[src/rtl/game_pkg.sv]
// Shared definitions for the jump-the-obstacle game: the control FSM state
// encoding, the player jump states and the default screen/geometry values.
package game_pkg;

    // Control FSM state, shared with the game control FSM (4-7 decode as idle).
    typedef enum logic [2:0] {
        GS_IDLE = 3'd0,
        GS_MENU = 3'd1,
        GS_RUN  = 3'd2,
        GS_OVER = 3'd3
    } game_state_t;

    // Vertical motion of the player.
    typedef enum logic [1:0] {
        JS_GROUND = 2'd0,
        JS_RISE   = 2'd1,
        JS_FALL   = 2'd2
    } jump_state_t;

    // Screen coordinates are 10 bits wide.
    localparam int POS_W = 10;

    // Default geometry and pacing.
    localparam int DEF_SCREEN_W   = 640;
    localparam int DEF_GROUND_Y   = 400;
    localparam int DEF_PLAYER_X   = 80;
    localparam int DEF_PLAYER_W   = 32;
    localparam int DEF_OBST_H     = 32;
    localparam int DEF_JUMP_H     = 96;
    localparam int DEF_JUMP_STEP  = 8;
    localparam int DEF_INIT_SPEED = 4;
    localparam int DEF_MAX_SPEED  = 12;
    localparam int DEF_SPEED_UP   = 5;
    localparam int DEF_SCORE_W    = 8;

endpackage

[src/rtl/btn_sync_edge.sv]
// Two-flop synchronizer for an asynchronous push button followed by a
// rising-edge detector. Produces a one-clock pulse per press; reusable for
// any front-panel button (jump, start).
module btn_sync_edge (
    input  logic clk,
    input  logic reset,
    input  logic btn_i,
    output logic rise_o
);

    logic sync1_q;
    logic sync2_q;
    logic prev_q;

    // Synchronize the raw button and keep the previous synchronized level.
    always_ff @(posedge clk or posedge reset) begin
        if (reset) begin
            sync1_q <= 1'b0;
            sync2_q <= 1'b0;
            prev_q  <= 1'b0;
        end else begin
            sync1_q <= btn_i;
            sync2_q <= sync1_q;
            prev_q  <= sync2_q;
        end
    end

    assign rise_o = sync2_q & ~prev_q;

endmodule

[src/rtl/game_engine.sv]
// Game-play datapath: advances the player jump and the obstacle once per
// frame while the control FSM is in rungame, keeps score and raises the
// registered game-over flag GO on a collision.
// Optional build macro HISCORE_EN adds a hiScore output that captures the
// best score at each game over and survives returns to the menu.
module game_engine
    import game_pkg::*;
#(
    parameter int SCREEN_W   = DEF_SCREEN_W,
    parameter int GROUND_Y   = DEF_GROUND_Y,
    parameter int PLAYER_X   = DEF_PLAYER_X,
    parameter int PLAYER_W   = DEF_PLAYER_W,
    parameter int OBST_H     = DEF_OBST_H,
    parameter int JUMP_H     = DEF_JUMP_H,
    parameter int JUMP_STEP  = DEF_JUMP_STEP,
    parameter int INIT_SPEED = DEF_INIT_SPEED,
    parameter int MAX_SPEED  = DEF_MAX_SPEED,
    parameter int SPEED_UP   = DEF_SPEED_UP,
    parameter int SCORE_W    = DEF_SCORE_W
) (
    input  logic               clk,
    input  logic               reset,
    input  logic [2:0]         gameState,
    input  logic               frameTick,
    input  logic               jumpButton,
    output logic               GO,
    output logic [SCORE_W-1:0] score,
    output logic [POS_W-1:0]   playerY,
    output logic [POS_W-1:0]   obstacleX
`ifdef HISCORE_EN
    ,
    output logic [SCORE_W-1:0] hiScore
`endif
);

    localparam int SPEED_W = $clog2(MAX_SPEED + 1);
    localparam int CLR_W   = $clog2(SPEED_UP + 1);

    localparam logic [POS_W-1:0]   RESPAWN_X  = POS_W'(SCREEN_W - 1);
    localparam logic [POS_W-1:0]   GROUND_C   = POS_W'(GROUND_Y);
    localparam logic [POS_W-1:0]   APEX_Y     = POS_W'(GROUND_Y - JUMP_H);
    localparam logic [POS_W-1:0]   HIT_Y      = POS_W'(GROUND_Y - OBST_H);
    localparam logic [POS_W-1:0]   HIT_X_LO   = POS_W'(PLAYER_X);
    localparam logic [POS_W-1:0]   HIT_X_HI   = POS_W'(PLAYER_X + PLAYER_W);
    localparam logic [POS_W-1:0]   STEP_C     = POS_W'(JUMP_STEP);
    localparam logic [SPEED_W-1:0] SPEED_INIT = SPEED_W'(INIT_SPEED);
    localparam logic [SPEED_W-1:0] SPEED_MAX  = SPEED_W'(MAX_SPEED);
    localparam logic [CLR_W-1:0]   CLR_LIMIT  = CLR_W'(SPEED_UP);

    jump_state_t        jump_q, jump_d;
    logic [POS_W-1:0]   player_y_q, player_y_d;
    logic [POS_W-1:0]   obst_x_q, obst_x_d;
    logic [SPEED_W-1:0] speed_q, speed_d;
    logic [CLR_W-1:0]   clr_q, clr_d, clr_inc;
    logic [SCORE_W-1:0] score_q, score_d;
    logic               go_q, go_d;
    logic               jump_req_q, jump_req_d;

    logic               st_menu, st_run, st_over;
    logic               jump_rise;
    logic               frame_adv;
    logic               collision;
    logic [POS_W-1:0]   y_up, y_down;
    logic [POS_W-1:0]   speed_ext;

    btn_sync_edge u_jump_btn (
        .clk    (clk),
        .reset  (reset),
        .btn_i  (jumpButton),
        .rise_o (jump_rise)
    );

    // Decode the control FSM state; unused encodings behave as idle.
    always_comb begin
        st_menu = 1'b0;
        st_run  = 1'b0;
        st_over = 1'b0;
        case (gameState)
            GS_MENU: st_menu = 1'b1;
            GS_RUN:  st_run  = 1'b1;
            GS_OVER: st_over = 1'b1;
            default: ;
        endcase
    end

    // Positions only move on a frame tick of a game that is still alive.
    assign frame_adv = st_run & ~go_q & frameTick;
    assign y_up      = player_y_q - STEP_C;
    assign y_down    = player_y_q + STEP_C;
    assign speed_ext = {{(POS_W - SPEED_W){1'b0}}, speed_q};
    assign collision = (obst_x_q >= HIT_X_LO) && (obst_x_q < HIT_X_HI) &&
                       (player_y_q > HIT_Y);

    // Jump FSM state register.
    always_ff @(posedge clk or posedge reset) begin
        if (reset) begin
            jump_q <= JS_GROUND;
        end else begin
            jump_q <= jump_d;
        end
    end

    // Jump FSM next state: a latched request launches, apex and ground turn it.
    always_comb begin
        jump_d = jump_q;
        if (st_menu) begin
            jump_d = JS_GROUND;
        end else if (frame_adv) begin
            case (jump_q)
                JS_GROUND: if (jump_req_q)         jump_d = JS_RISE;
                JS_RISE:   if (y_up <= APEX_Y)     jump_d = JS_FALL;
                JS_FALL:   if (y_down >= GROUND_C) jump_d = JS_GROUND;
                default:                           jump_d = JS_GROUND;
            endcase
        end
    end

    // Frame update of player height, obstacle, score and speed ramp.
    always_comb begin
        player_y_d = player_y_q;
        obst_x_d   = obst_x_q;
        speed_d    = speed_q;
        clr_d      = clr_q;
        score_d    = score_q;
        clr_inc    = clr_q + 1'b1;
        if (st_menu) begin
            player_y_d = GROUND_C;
            obst_x_d   = RESPAWN_X;
            speed_d    = SPEED_INIT;
            clr_d      = '0;
            score_d    = '0;
        end else if (frame_adv) begin
            case (jump_q)
                JS_RISE: player_y_d = (y_up <= APEX_Y) ? APEX_Y : y_up;
                JS_FALL: player_y_d = (y_down >= GROUND_C) ? GROUND_C : y_down;
                default: ;
            endcase
            if (obst_x_q < speed_ext) begin
                obst_x_d = RESPAWN_X;
                if (score_q != '1) begin
                    score_d = score_q + 1'b1;
                end
                if (clr_inc == CLR_LIMIT) begin
                    clr_d = '0;
                    if (speed_q < SPEED_MAX) begin
                        speed_d = speed_q + 1'b1;
                    end
                end else begin
                    clr_d = clr_inc;
                end
            end else begin
                obst_x_d = obst_x_q - speed_ext;
            end
        end
    end

    // Game-over flag and jump request latch; both only live in rungame.
    always_comb begin
        go_d = 1'b0;
        if (st_run) begin
            go_d = go_q | collision;
        end else if (st_over) begin
            go_d = go_q;
        end
        jump_req_d = 1'b0;
        if (st_run) begin
            jump_req_d = frameTick ? jump_rise : (jump_req_q | jump_rise);
        end
    end

    // Datapath registers.
    always_ff @(posedge clk or posedge reset) begin
        if (reset) begin
            player_y_q <= GROUND_C;
            obst_x_q   <= RESPAWN_X;
            speed_q    <= SPEED_INIT;
            clr_q      <= '0;
            score_q    <= '0;
            go_q       <= 1'b0;
            jump_req_q <= 1'b0;
        end else begin
            player_y_q <= player_y_d;
            obst_x_q   <= obst_x_d;
            speed_q    <= speed_d;
            clr_q      <= clr_d;
            score_q    <= score_d;
            go_q       <= go_d;
            jump_req_q <= jump_req_d;
        end
    end

`ifdef HISCORE_EN
    logic [SCORE_W-1:0] hi_score_q;
    logic               go_set;

    assign go_set = st_run & ~go_q & collision;

    // Keep the best score seen at any game over; the menu does not clear it.
    always_ff @(posedge clk or posedge reset) begin
        if (reset) begin
            hi_score_q <= '0;
        end else if (go_set && (score_q > hi_score_q)) begin
            hi_score_q <= score_q;
        end
    end

    assign hiScore = hi_score_q;
`endif

    assign GO        = go_q;
    assign score     = score_q;
    assign playerY   = player_y_q;
    assign obstacleX = obst_x_q;

endmodule

[config.mk]
export PLATFORM = sky130hd
export DESIGN_NAME = game_engine
export DESIGN_NICKNAME = d
export VERILOG_FILES = /design/src/rtl/game_pkg.sv /design/src/rtl/btn_sync_edge.sv /design/src/rtl/game_engine.sv
export SDC_FILE = /design/constraint.sdc
export NUM_CORES = 1
export LEC_CHECK = 0
export BUFFER_PORTS_ARGS = -buffer_cell sky130_fd_sc_hd__buf_2
export CORE_ASPECT_RATIO = 1.25
export CORE_MARGIN = 5
export CORE_UTILIZATION = 41
export DETAILED_ROUTE_END_ITERATION = 8
export GPL_TIMING_DRIVEN = 0
export HOLD_SLACK_MARGIN = 0.08
export PLACE_DENSITY = 0.7
export SLEW_MARGIN = 0
export SYNTH_ARGS = -nofsm -noshare
export SYNTH_HDL_FRONTEND = slang
export SYNTH_SLANG_ARGS = --single-unit
[constraint.sdc]
create_clock -name clk -period 2.4 [get_ports clk]
set_input_delay 0.48 -clock clk [delete_from_list [all_inputs] [get_ports clk]]
set_output_delay 0.48 -clock clk [all_outputs]
set_load 0.02 [all_outputs]
Word-level counts from Yosys, hierarchy flattened
Index checks and enable logic that the tools add are counted.
{"block": "totals", "ff_bits": 42, "input_bits": 7, "out_inout_bits": 29, "elab_cells": 90}
{"block": "classes", "addsub": 6, "magnitude_cmp": 7, "eq_ne": 11, "muxes": 34, "n_bitwise": 7, "n_reduce_logical": 14}
{"cell": "$mux 10", "count": 7}
{"cell": "$mux 8", "count": 4}
{"cell": "$mux 4", "count": 5}
{"cell": "$pmux 10 s2", "count": 1}
{"cell": "$mux 3", "count": 4}
{"cell": "$add 10x4->10 const B", "count": 1}
{"cell": "$ge 10x7->1 const B", "count": 1}
{"cell": "$ge 10x9->1 const B", "count": 1}
{"cell": "$gt 10x9->1 const B", "count": 1}
{"cell": "$le 10x9->1 const B", "count": 1}
{"cell": "$lt 10x4->1", "count": 1}
{"cell": "$lt 10x7->1 const B", "count": 1}
{"cell": "$mux 2", "count": 5}
{"cell": "$reduce_bool 2->1", "count": 5}
{"cell": "$sub 10x4->10", "count": 1}
{"cell": "$sub 10x4->10 const B", "count": 1}
{"cell": "$ne 3x3->1 const B", "count": 3}
{"cell": "$add 8x1->8 const B", "count": 1}
{"cell": "$ne 8x8->1 const B", "count": 1}
{"cell": "$reduce_and 4->1", "count": 2}
{"cell": "$mux 1", "count": 7}
{"cell": "$eq 3x2->1 const B", "count": 2}
{"cell": "$pmux 2 s3", "count": 1}
{"cell": "$add 4x1->4 const B", "count": 1}
{"cell": "other kinds (15)", "count": 21}

Longest topological paths before layout
{"block": "depth", "depth_word": 6, "ltp_mapped": 9, "mapped_depth_nobuf": 9}

Cells and area by module
Synthesis repeated with hierarchy kept, for this count alone.
{"block": "hier_totals", "cells_unflattened": 294, "area_unflattened_um2": 2693.8}
{"mod": "game_engine", "instances": 1, "cells_per_inst": 289, "area_per_inst_um2": 2601.2, "seq_area_each_um2": 915.9}
{"mod": "btn_sync_edge", "instances": 1, "cells_per_inst": 5, "area_per_inst_um2": 92.6, "seq_area_each_um2": 75.1}

Worst setup path before layout
No wires, ideal clock.
{"block": "synth_path", "path_type": "register -> register", "startpoint": "reg player_y_q[3] (netlist: playerY[3])", "endpoint": "reg player_y_q[4] (netlist: playerY[4])", "setup_time_ns": 0.083, "arrival_ns": 2.318, "required_time_ns": 2.317, "slack_ns": -0.002, "path_stages_with_launch": 9, "path_buffers": 1, "synth_period_minus_slack_ns": 2.402, "path_cell_list": "dfrtp_1 -> buf_6 -> inv_1 -> ha_1 -> or3b_1 -> a2111o_1 -> a41oi_2 -> nor2_2 -> o32a_1"}
{"block": "synth_via", "elab_chain_len": 6, "elab_cells_between_ends": 9, "classes_between": "add/sub (2); order compare (2); mux (5)"}
{"item": "start, declared", "line": "game_engine.sv:51", "text": "logic [POS_W-1:0] player_y_q, player_y_d;"}
{"item": "start signal, assigned", "line": "game_engine.sv:182", "text": "player_y_q <= player_y_d;"}
{"item": "$add 10x4->10 / $sub 10x4->10 (equally long branches)", "line": "game_engine.sv:89, game_engine.sv:88"}
{"item": "$ge 10x9->1 / $le 10x9->1 (equally long branches)", "line": "game_engine.sv:135, game_engine.sv:134"}
{"item": "$mux 10 (on tied branches)", "line": "game_engine.sv:135, game_engine.sv:134"}
{"item": "$pmux 10 s2 *", "line": "game_engine.sv:133", "text": "case (jump_q)"}
{"item": "$mux 10 *", "line": "game_engine.sv:132", "text": "end else if (frame_adv) begin"}
{"item": "$mux 10 *", "line": "game_engine.sv:126", "text": "if (st_menu) begin"}
Every way passes the cells marked *; elsewhere a longest branch is shown, timed or not. The select of a mux whose other input is x is not followed.
A chain may end at the register's enable or synchronous reset.

Worst setup path after layout
Same ends and word-level chain as after synthesis.

==> out/qor.txt <==
Finished Core Util: 50.5%
Vias per cell: 5.39
Area after DPL: 0.00286 mm^2
N_diodes: 0
Die width: 81.0 um
Asr flop ratio synth: 100%
Area of the multi-input gates: 0.00153 mm^2
Clock transition at path regs: 0.07 ns
Critical path's top delay family: compound AO/OA/AOI/OAI gates
Cell Pwr Density: 764 mW/mm^2
Yosys cell types: 67
Chip Height: 98.7 um
Number of global-route vias before repair: 2118
Starting Density: 41.9%
First drt pass iteration count: 5
Tcrit/Tclk final: 97.3%
Static Leak: 1.42 nW
Synth area leaders: dfrtp_1 26%, dfstp_2 12%, ha_1 5.8%, nand2_1 4.5%, xor2_1 4.1%
CP arrival: 2.55 ns
Share of cells above drive strength 1: 28.5%
Routability-driven placement congestion ratio: 0.851
Mapped Cells: 289
DRC violations left: 0
Port bufs: 32
FMAX: 428 MHz
Grt ovf: 0
Setup crit end kind: flip-flop
H-tree Lvls: 2
Syn Area/Cell: 8.93 um^2
Crit-path cells: inv_1 -> ha_2 -> or3b_4 -> a2111o_1 -> a41oi_4 -> nor2_2 -> o32a_1
TritonCTS clock tree: yes
CP max FO: 6
CTS Buffer Depth: 2
Syn Std Cell Area: 0.00258 mm^2
Row count: 32
Clock skew: 0.0100 ns
Area Growth Syn to Fin: 20.6%
IO Pins: 36
WS Path Type: flip-flop to flip-flop
Register bit count reported by yosys: 39
Largest net degree at the start of global routing: 40
DP HPWL: 4320 um
CTS Buf Count: 5
Pins Over Slew Limit: 0
MaxCap Viol Count: 0
# setup viols final: 0
Routed length per placed instance: 14.1 um
Synthesis Warnings: 0
Worst setup SP type: flip-flop
Tmin final: 2.34 ns
HP Class: input pin to flip-flop
Vias: 2314
Post-synth top flop: dfrtp_1
Antenna-violating nets left: 0
Fin area: 0.00311 mm^2
Worst-Skew Late Latency: 0.29 ns
Hold_sp: jumpButton
Worst R2R Start: playerY[3]
Fill count: 621
Number of synthesized flops with an enable pin: 0
Sink Count: 39
Peak supply drop: 654 uV
Initial antenna violation count: 0
Core area: 0.00617 mm^2
Largest area contributor in the synthesized netlist: dfrtp_1
First-pass GRT wire length: 10000 um
Register area share after synthesis: 38.4%
GRT Util Overall: 15.4%
Worst path max stage delay: 0.48 ns
Post-synth top area share: 26.2%
Worst-Margin Slew: 0.813 ns
Rel. slew slack: 45.7%
Commonest non-fill, non-tap cell in the layout: buf_2
Register Area: 992 um^2
Post-layout nets: 363
Die area: 0.00799 mm^2
Total Routed Length: 6050 um
Worst setup path startpoint: playerY[3]
Most frequent cells in the layout: 35 x buf_2, 31 x nand2_1, 26 x dfrtp_1, 26 x nor2_1, 17 x buf_4
Final Hold Fails: 0
Slowest cell on crit path: a2111o_1
Root Buffer Master: clkbuf_8
Critical Path RT: 2.62 ns
Crit path buf inv count: 1
Drt initial violations: 97
Status: complete, no violations
[through the flow]
stage | setup WS (ns) | setup TNS, ns | power, mW | std cells | hold slack (ns)
finish | 0.0640 | 0 | 2.38 | 429 | 0.295
global route | -0.0410 | -0.0929 | 2.54 | 429 | 0.279
CTS | 0.00287 | 0 | 2.30 | 416 | 0.286
detailed placement | -0.115 | -0.781 | 1.80 | 408 | 0.338
global placement | -0.0761 | -0.465 | 1.78 | 408 | 0.335
floorplan | 0.0403 | 0 | 1.57 | 291 | 0.331
[final cells by class]
cell class	count	share of cell area [%]
Multi-Input combinational cell	221	49.1
Sequential cell	39	31.9
Timing Repair Buffer	47	8.68
Tap cell	85	3.42
Clock buffer	7	2.77
Inverter	17	2.05
Buffer	12	1.97
Clock inverter	1	0.161
[power breakdown]
| part | total [mW] | switching (mW) | internal [mW] | leakage [nW] |
|---|---|---|---|---|
| clock network | 0.459 | 0.227 | 0.232 | 0.0482 |
| registers | 0.884 | 0.117 | 0.767 | 0.489 |
| logic | 1.04 | 0.607 | 0.429 | 0.886 |
[what timing repair did]
action,CTS,global route
hold endpoints to repair,0,0
gates resized for setup,7,12
hold buffers,0,0
setup endpoints to repair,14,22
setup buffers,1,14
pin swaps,2,6
[sequential cells by signal, summed over array words and instances, names as in the netlist]
signal,count
u_jump_btn.sync2_q,1
u_jump_btn.sync1_q,1
score,8
playerY,7
speed_q,4
obstacleX,10
u_jump_btn.prev_q,1
jump_q,2
GO,1
jump_req_q,1
clr_q,3
[layer usage]
layer / wire length, um / vias up / GRT usage (%)
met5: 0 / - / 0
met3: 292 / 10 / 2.93
met1: 2570 / 1106 / 19.6
met4: 104 / 0 / 4.42
li1: - / 1125 / -
met2: 3090 / 73 / 26.4
[worst register-to-register path: cells and delay by family, from the launching register on]
kind | cells | cell delay [ns]
AO/OA/AOI/OAI | 3 | 1.06
adder cells (fa/ha/maj) | 1 | 0.19
AND/OR/NAND/NOR | 2 | 0.48
buffers and inverters | 1 | 0.08
flip-flops | 1 | 0.46
[cell families after synthesis]
logic type,share of synthesized area (%)
DFF,38.4
other,0.145
muxes,2.04
buffers and inverters,5.38
adders and majority gates,6.59
and+or+nand+nor,25.6
xor gates and xnor gates,5.77
AOI/OAI and AO/OA,16.0
[cell usage after synthesis (4+ instances only)]
library cell	n
dfrtp_1	27
nor3_1	11
xor2_1	12
nand3_1	8
dfstp_2	12
inv_1	17
nand4_1	6
nor2_1	27
clkbuf_1	7
xnor2_1	5
a21oi_1	17
nand2_1	31
ha_1	12
o21ai_0	10
nor3b_1	5
nor2b_1	4
[final timing paths]
check / to / slack (ns) / cells after the start
setup reg to reg: playerY[4] / 0.06 / 7
setup / recovery: playerY[4] / 0.06 / 7
min in group asynchronous: score[7] / 0.34 / 2
hold / removal: u_jump_btn.sync1_q / 0.29 / 1
max in group asynchronous: playerY[3] / 1.50 / 2
hold reg to reg: u_jump_btn.sync2_q / 0.35 / 0
Note: power is estimated with default switching activity, not from simulation.
